===== src/rtl/uart_tx.sv =====
// Serial transmitter: DBIT data bits, LSB first, one start bit and an SB_TICK-tick stop bit.
// One bit period is 16 baud ticks, and one baud tick is BAUD_DIV clocks.
module uart_tx #(
    parameter int DBIT     = 8,
    parameter int SB_TICK  = 16,
    parameter int BAUD_DIV = 163
) (
    input  logic            clk,
    input  logic            rst,
    input  logic [DBIT-1:0] i_tx_data,
    input  logic            is_tx_start,
    output logic            o_tx,
    output logic            os_tx_done,
    output logic            o_tx_busy,
    output logic [1:0]      o_dbg_state
);

    localparam int BCW = (BAUD_DIV > 1) ? $clog2(BAUD_DIV) : 1;
    localparam int NBW = (DBIT > 1) ? $clog2(DBIT) : 1;
    localparam logic [BCW-1:0] BAUD_LAST = BCW'(BAUD_DIV - 1);
    localparam logic [NBW-1:0] BIT_LAST  = NBW'(DBIT - 1);
    localparam logic [3:0]     STOP_LAST = 4'(SB_TICK - 1);

    typedef enum logic [1:0] {
        IDLE  = 2'd0,
        START = 2'd1,
        DATA  = 2'd2,
        STOP  = 2'd3
    } state_t;

    state_t          state_q, state_d;
    logic [BCW-1:0]  baud_q, baud_d;
    logic [3:0]      tick_q, tick_d;
    logic [NBW-1:0]  bit_q, bit_d;
    logic [DBIT-1:0] sh_q, sh_d;
    logic            tx_q, tx_d;
    logic            done_q, done_d;
    logic            busy_q, busy_d;
    logic            baud_tick;
    logic            accept;

    assign baud_tick = (baud_q == BAUD_LAST);
    assign accept    = (state_q == IDLE) && is_tx_start;

    // Restarting the baud counter on acceptance makes the start bit exactly 16 ticks long.
    always_comb begin
        baud_d = baud_q + BCW'(1);
        if (accept || baud_tick) begin
            baud_d = '0;
        end
    end

    always_comb begin
        state_d = state_q;
        tick_d  = tick_q;
        bit_d   = bit_q;
        sh_d    = sh_q;
        tx_d    = tx_q;
        busy_d  = busy_q;
        done_d  = 1'b0;
        case (state_q)
            IDLE: begin
                tx_d   = 1'b1;
                busy_d = 1'b0;
                if (is_tx_start) begin
                    sh_d    = i_tx_data;
                    tick_d  = '0;
                    tx_d    = 1'b0;
                    busy_d  = 1'b1;
                    state_d = START;
                end
            end
            START: begin
                if (baud_tick) begin
                    if (tick_q == 4'd15) begin
                        tick_d  = '0;
                        bit_d   = '0;
                        tx_d    = sh_q[0];
                        state_d = DATA;
                    end else begin
                        tick_d = tick_q + 4'd1;
                    end
                end
            end
            DATA: begin
                if (baud_tick) begin
                    if (tick_q == 4'd15) begin
                        tick_d = '0;
                        if (bit_q == BIT_LAST) begin
                            tx_d    = 1'b1;
                            state_d = STOP;
                        end else begin
                            sh_d  = sh_q >> 1;
                            bit_d = bit_q + NBW'(1);
                            tx_d  = sh_d[0];
                        end
                    end else begin
                        tick_d = tick_q + 4'd1;
                    end
                end
            end
            STOP: begin
                if (baud_tick) begin
                    if (tick_q == STOP_LAST) begin
                        tick_d  = '0;
                        tx_d    = 1'b1;
                        busy_d  = 1'b0;
                        done_d  = 1'b1;
                        state_d = IDLE;
                    end else begin
                        tick_d = tick_q + 4'd1;
                    end
                end
            end
            default: begin
                state_d = IDLE;
            end
        endcase
    end

    // Reset drops any frame in flight; done stays low so the aborted frame is never reported.
    always_ff @(posedge clk or negedge rst) begin
        if (!rst) begin
            state_q <= IDLE;
            baud_q  <= '0;
            tick_q  <= '0;
            bit_q   <= '0;
            sh_q    <= '0;
            tx_q    <= 1'b1;
            done_q  <= 1'b0;
            busy_q  <= 1'b0;
        end else begin
            state_q <= state_d;
            baud_q  <= baud_d;
            tick_q  <= tick_d;
            bit_q   <= bit_d;
            sh_q    <= sh_d;
            tx_q    <= tx_d;
            done_q  <= done_d;
            busy_q  <= busy_d;
        end
    end

    assign o_tx        = tx_q;
    assign os_tx_done  = done_q;
    assign o_tx_busy   = busy_q;
    assign o_dbg_state = state_q;

endmodule


===== config.mk =====
export PLATFORM = sky130hd
export DESIGN_NAME = uart_tx
export DESIGN_NICKNAME = d
export VERILOG_FILES = /design/src/rtl/uart_tx.sv
export SDC_FILE = /design/constraint.sdc
export NUM_CORES = 1
export LEC_CHECK = 0
export ABC_AREA = 1
export ABC_CLOCK_PERIOD_IN_PS = 2100
export CAP_MARGIN = 20
export CORE_AREA = 5 5 84 86
export CTS_CLUSTER_SIZE = 25
export DETAILED_ROUTE_END_ITERATION = 16
export DIE_AREA = 0 0 89 91
export GPL_TIMING_DRIVEN = 1
export SETUP_SLACK_MARGIN = 0.5
export SLEW_MARGIN = 20
export SYNTH_ARGS = -nofsm -noshare
export SYNTH_HDL_FRONTEND = slang
export SYNTH_SLANG_ARGS = --single-unit

===== constraint.sdc =====
create_clock -name clk -period 2.1 [get_ports clk]
set_input_delay 0.21 -clock clk [delete_from_list [all_inputs] [get_ports clk]]
set_output_delay 0.21 -clock clk [all_outputs]
set_load 0.05 [all_outputs]

==> impl_metrics.sql <==
INSERT INTO impl_metrics (metric_group, metric, value, unit) VALUES
('place', 'io_buffer_count', '15', ''),
('sta', 'hold_ws', '0.295', 'ns'),
('route', 'detail_route.drc_violations', '0', ''),
('synthesis', 'synth_async_sr_flop_share', '1.00', ''),
('route', 'detail_route.wirelength', '3450', 'um'),
('status', 'status', 'completed', ''),
('place', 'dpl.hpwl', '2520', 'um'),
('place', 'place.detailed.instances', '306', ''),
('cells_and_area', 'finalNonFillerCells', '315', ''),
('die', 'starting_density_of_the_core', '0.272', ''),
('worst_setup_path', 'cp_top_family', 'flip-flops', ''),
('sta', 'period_share', '0.737', ''),
('power_and_ir_drop', 'power_density_over_the_cells', '1250', 'nW/um2'),
('synthesis', 'dominant_combinational_cell_family_by_area_after_synthesis', 'simple AND/OR/NAND/NOR gates', ''),
('synthesis', 'synth_area_leaders', 'dfrtp_1 (40%), nand2_1 (18%), ha_1 (8.1%), nand3_1 (5.9%), nor2_1 (3.3%)', ''),
('route', 'avgViaCountPerCell', '4.44', ''),
('grt', 'globalRoute.totalOverflow', '0', ''),
('synthesis', 'synthDistinctLibCells', '31', ''),
('cells_and_area', 'post-route-util', '0.333', ''),
('sta', 'count_of_final_max_slew_check_failures', '0', ''),
('cts', 'number_of_cts_inserted_buffers', '3', ''),
('grt', 'number_of_global_route_vias_before_repair', '1355', ''),
('cts', 'ctsHtreeMaxLevel', '1', ''),
('die', 'die_height', '91', 'um'),
('worst_setup_path', 'critical-path-slowest-cell', 'dfstp_2', ''),
('die', 'ios', '16', ''),
('worst_setup_path', 'crit_path_cells', 'dlygate4sd2_1', ''),
('route', 'drtIter0Drc', '52', ''),
('worst_setup_path', 'regToRegStartpoint', 'o_dbg_state[0]', ''),
('grt', 'initial_antenna_violation_count', '0', ''),
('die', 'die_area', '8100', 'um2'),
('power_and_ir_drop', 'worst_ir_drop_on_vdd', '0.710', 'mV'),
('synthesis', 'yosys.area_share.xor_xnor', '0.00519', ''),
('route', 'route.antenna.remaining_nets', '0', ''),
('worst_setup_path', 'reg2reg_depth', '7', ''),
('synthesis', 'synth_edf_count', '0', ''),
('die', 'site_row_count', '29', ''),
('hold_path', 'holdCritPathClass', 'in2async', ''),
('synthesis', 'post_synth_adder_cell_area', '0.0815', ''),
('power_and_ir_drop', 'p_leak', '1.03', 'nW'),
('sta', 'grt_setup_unrepaired', 'yes', ''),
('synthesis', 'synthesized_area_fraction_occupied_by_and_or_nand_nor_cells', '0.391', ''),
('cells_and_area', 'flow.area_growth_from_synthesis', '22.4', '%'),
('die', 'die_w', '89', 'um'),
('worst_setup_path', 'worst_setup_path_startpoint', 'o_tx', ''),
('cts', 'max-clock-path-buffers', '2', ''),
('sta', 'maxSlewHeadroom', '0.674', ''),
('cts', 'clock_latency', '0.28', 'ns'),
('worst_setup_path', 'worst-r2r-setup-slack', '0.60', 'ns'),
('place', 'final_wtd_congestion', '0.760', ''),
('die', 'core_area', '6200', 'um2'),
('synthesis', 'synth_compound_gate_area_share', '0.0489', ''),
('synthesis', 'ys_dominant_reg_cell', 'dfrtp_1', ''),
('sta', 'max_slew.worst_pin.slew', '0.491', 'ns'),
('route', 'vias', '1398', ''),
('worst_setup_path', 'worstPathBufferInverterCount', '1', ''),
('synthesis', 'synth.mux.area_fraction', '0', ''),
('cts', 'clock_sinks', '28', ''),
('synthesis', 'yosys.area.top_type_share', '0.400', ''),
('worst_setup_path', 'critPathMaxFanout', '2', ''),
('worst_setup_path', 'critical_path_depth', '1', ''),
('sta', 'fmax', '646', 'MHz'),
('worst_setup_path', 'worst_path_largest_cell_delay', '0.54', 'ns'),
('grt', 'grt_max_degree', '29', ''),
('worst_setup_path', 'worst-setup-path-type', 'reg2out', ''),
('flow_run', 'timing.max_cap.violations', '0', ''),
('cts', 'cts_tree', 'built', ''),
('route', 'drt-pass1-iter-count', '4', ''),
('synthesis', 'mappedNetlistArea', '1690', 'um2'),
('cells_and_area', 'finalInstanceArea', '2070', 'um2'),
('sta', 'period_minus_slack', '1.55', 'ns');
-- stage by stage --
step / power [mW] / worst slack [ns]
4_1_cts: 2.58 / 0.528
2_1_floorplan: 1.86 / 0.518
3_3_place_gp: 2.13 / 0.449
6_report: 2.58 / 0.552
5_1_grt: 2.82 / 0.497
3_5_place_dp: 2.14 / 0.437
-- sequential cells by signal, indices dropped and copies added, names as in the netlist --
name and cells:
baud_q 8, os_tx_done 1, o_dbg_state 2, sh_q 8, tick_q 4, bit_q 3
o_tx 1, o_tx_busy 1
-- Yosys cell counts (2+ instances only) --
cell type and number:
o21ai_0 4, ha_1 11, nand2_2 5, o21ai_2 2
o21ai_1 2, inv_1 13, nand2_1 79, nor2_1 15
dfrtp_1 27, inv_2 5, nand4_1 3, nand3_1 20
nor3b_1 3, nor3_1 2, nor2_2 3, nor2_4 3
a21oi_1 4
-- cells by family after synthesis --
family / after synthesis
xor gates and xnor gates: 1
DFF: 28
buffers and inverters: 22
and+or+nand+nor: 139
AOI/OAI and AO/OA: 14
adders and majority gates: 11
-- placed cells by master, fill, tap and decap left out, types with 2 or more instances in the layout --
| cell | synthesis | routed |
|---|---|---|
| clkbuf_8 | 0 | 3 |
| ha_2 | 0 | 2 |
| nand4_1 | 3 | 3 |
| dfrtp_2 | 0 | 2 |
| o21ai_1 | 2 | 2 |
| nand3_1 | 20 | 20 |
| inv_1 | 13 | 10 |
| nor2_4 | 3 | 5 |
| a21oi_1 | 4 | 4 |
| inv_2 | 5 | 8 |
| o21ai_2 | 2 | 2 |
| nor3_1 | 2 | 2 |
| nand2_2 | 5 | 7 |
| clkdlybuf4s50_1 | 0 | 10 |
| dfrtp_1 | 27 | 25 |
| nand2_1 | 79 | 77 |
| o21ai_0 | 4 | 4 |
| dlygate4sd2_1 | 0 | 5 |
| ha_1 | 11 | 9 |
| buf_4 | 1 | 6 |
| nor2_1 | 15 | 14 |
| nor3b_1 | 3 | 3 |
| nor2_2 | 3 | 2 |
-- report_power, final --
group          internal (mW)  switching (mW)  total (mW)
logic                  0.482           0.854        1.34
registers              0.711           0.105       0.816
clock network          0.256           0.176       0.431
total                   1.45            1.13        2.58
-- layout make-up --
type                            instances  area (um2)
Timing Repair Buffer                   22         204
Multi-Input combinational cell        165         915
Sequential cell                        28         704
Clock buffer                            3        41.3
Clock inverter                          1        30.0
Inverter                               19        76.3
Fill cell                             648        4140
Tap cell                               77        96.3
-- routing by layer --
layer | GRT usage | vias up | routed length [um]
met3 | 0.0190 | 5 | 143
li1 | - | 734 | -
met2 | 0.150 | 16 | 1630
met4 | 0.0372 | 0 | 61
met5 | 0 | - | 0
met1 | 0.122 | 643 | 1620
-- worst paths after layout --
check                                 end
worst max-delay path                 o_tx
worst min-delay path            tick_q[1]
worst max register to register    sh_q[6]
worst min register to register  baud_q[0]
max in group asynchronous            o_tx
min in group clk                baud_q[0]
-- repair_timing --
action,CTS,global route
setup endpoints to repair,17,15
gates resized for setup,7,4
setup buffers,0,5
hold buffers,0,0
pin swaps,0,4
Note: power is estimated with default switching activity, not from simulation.
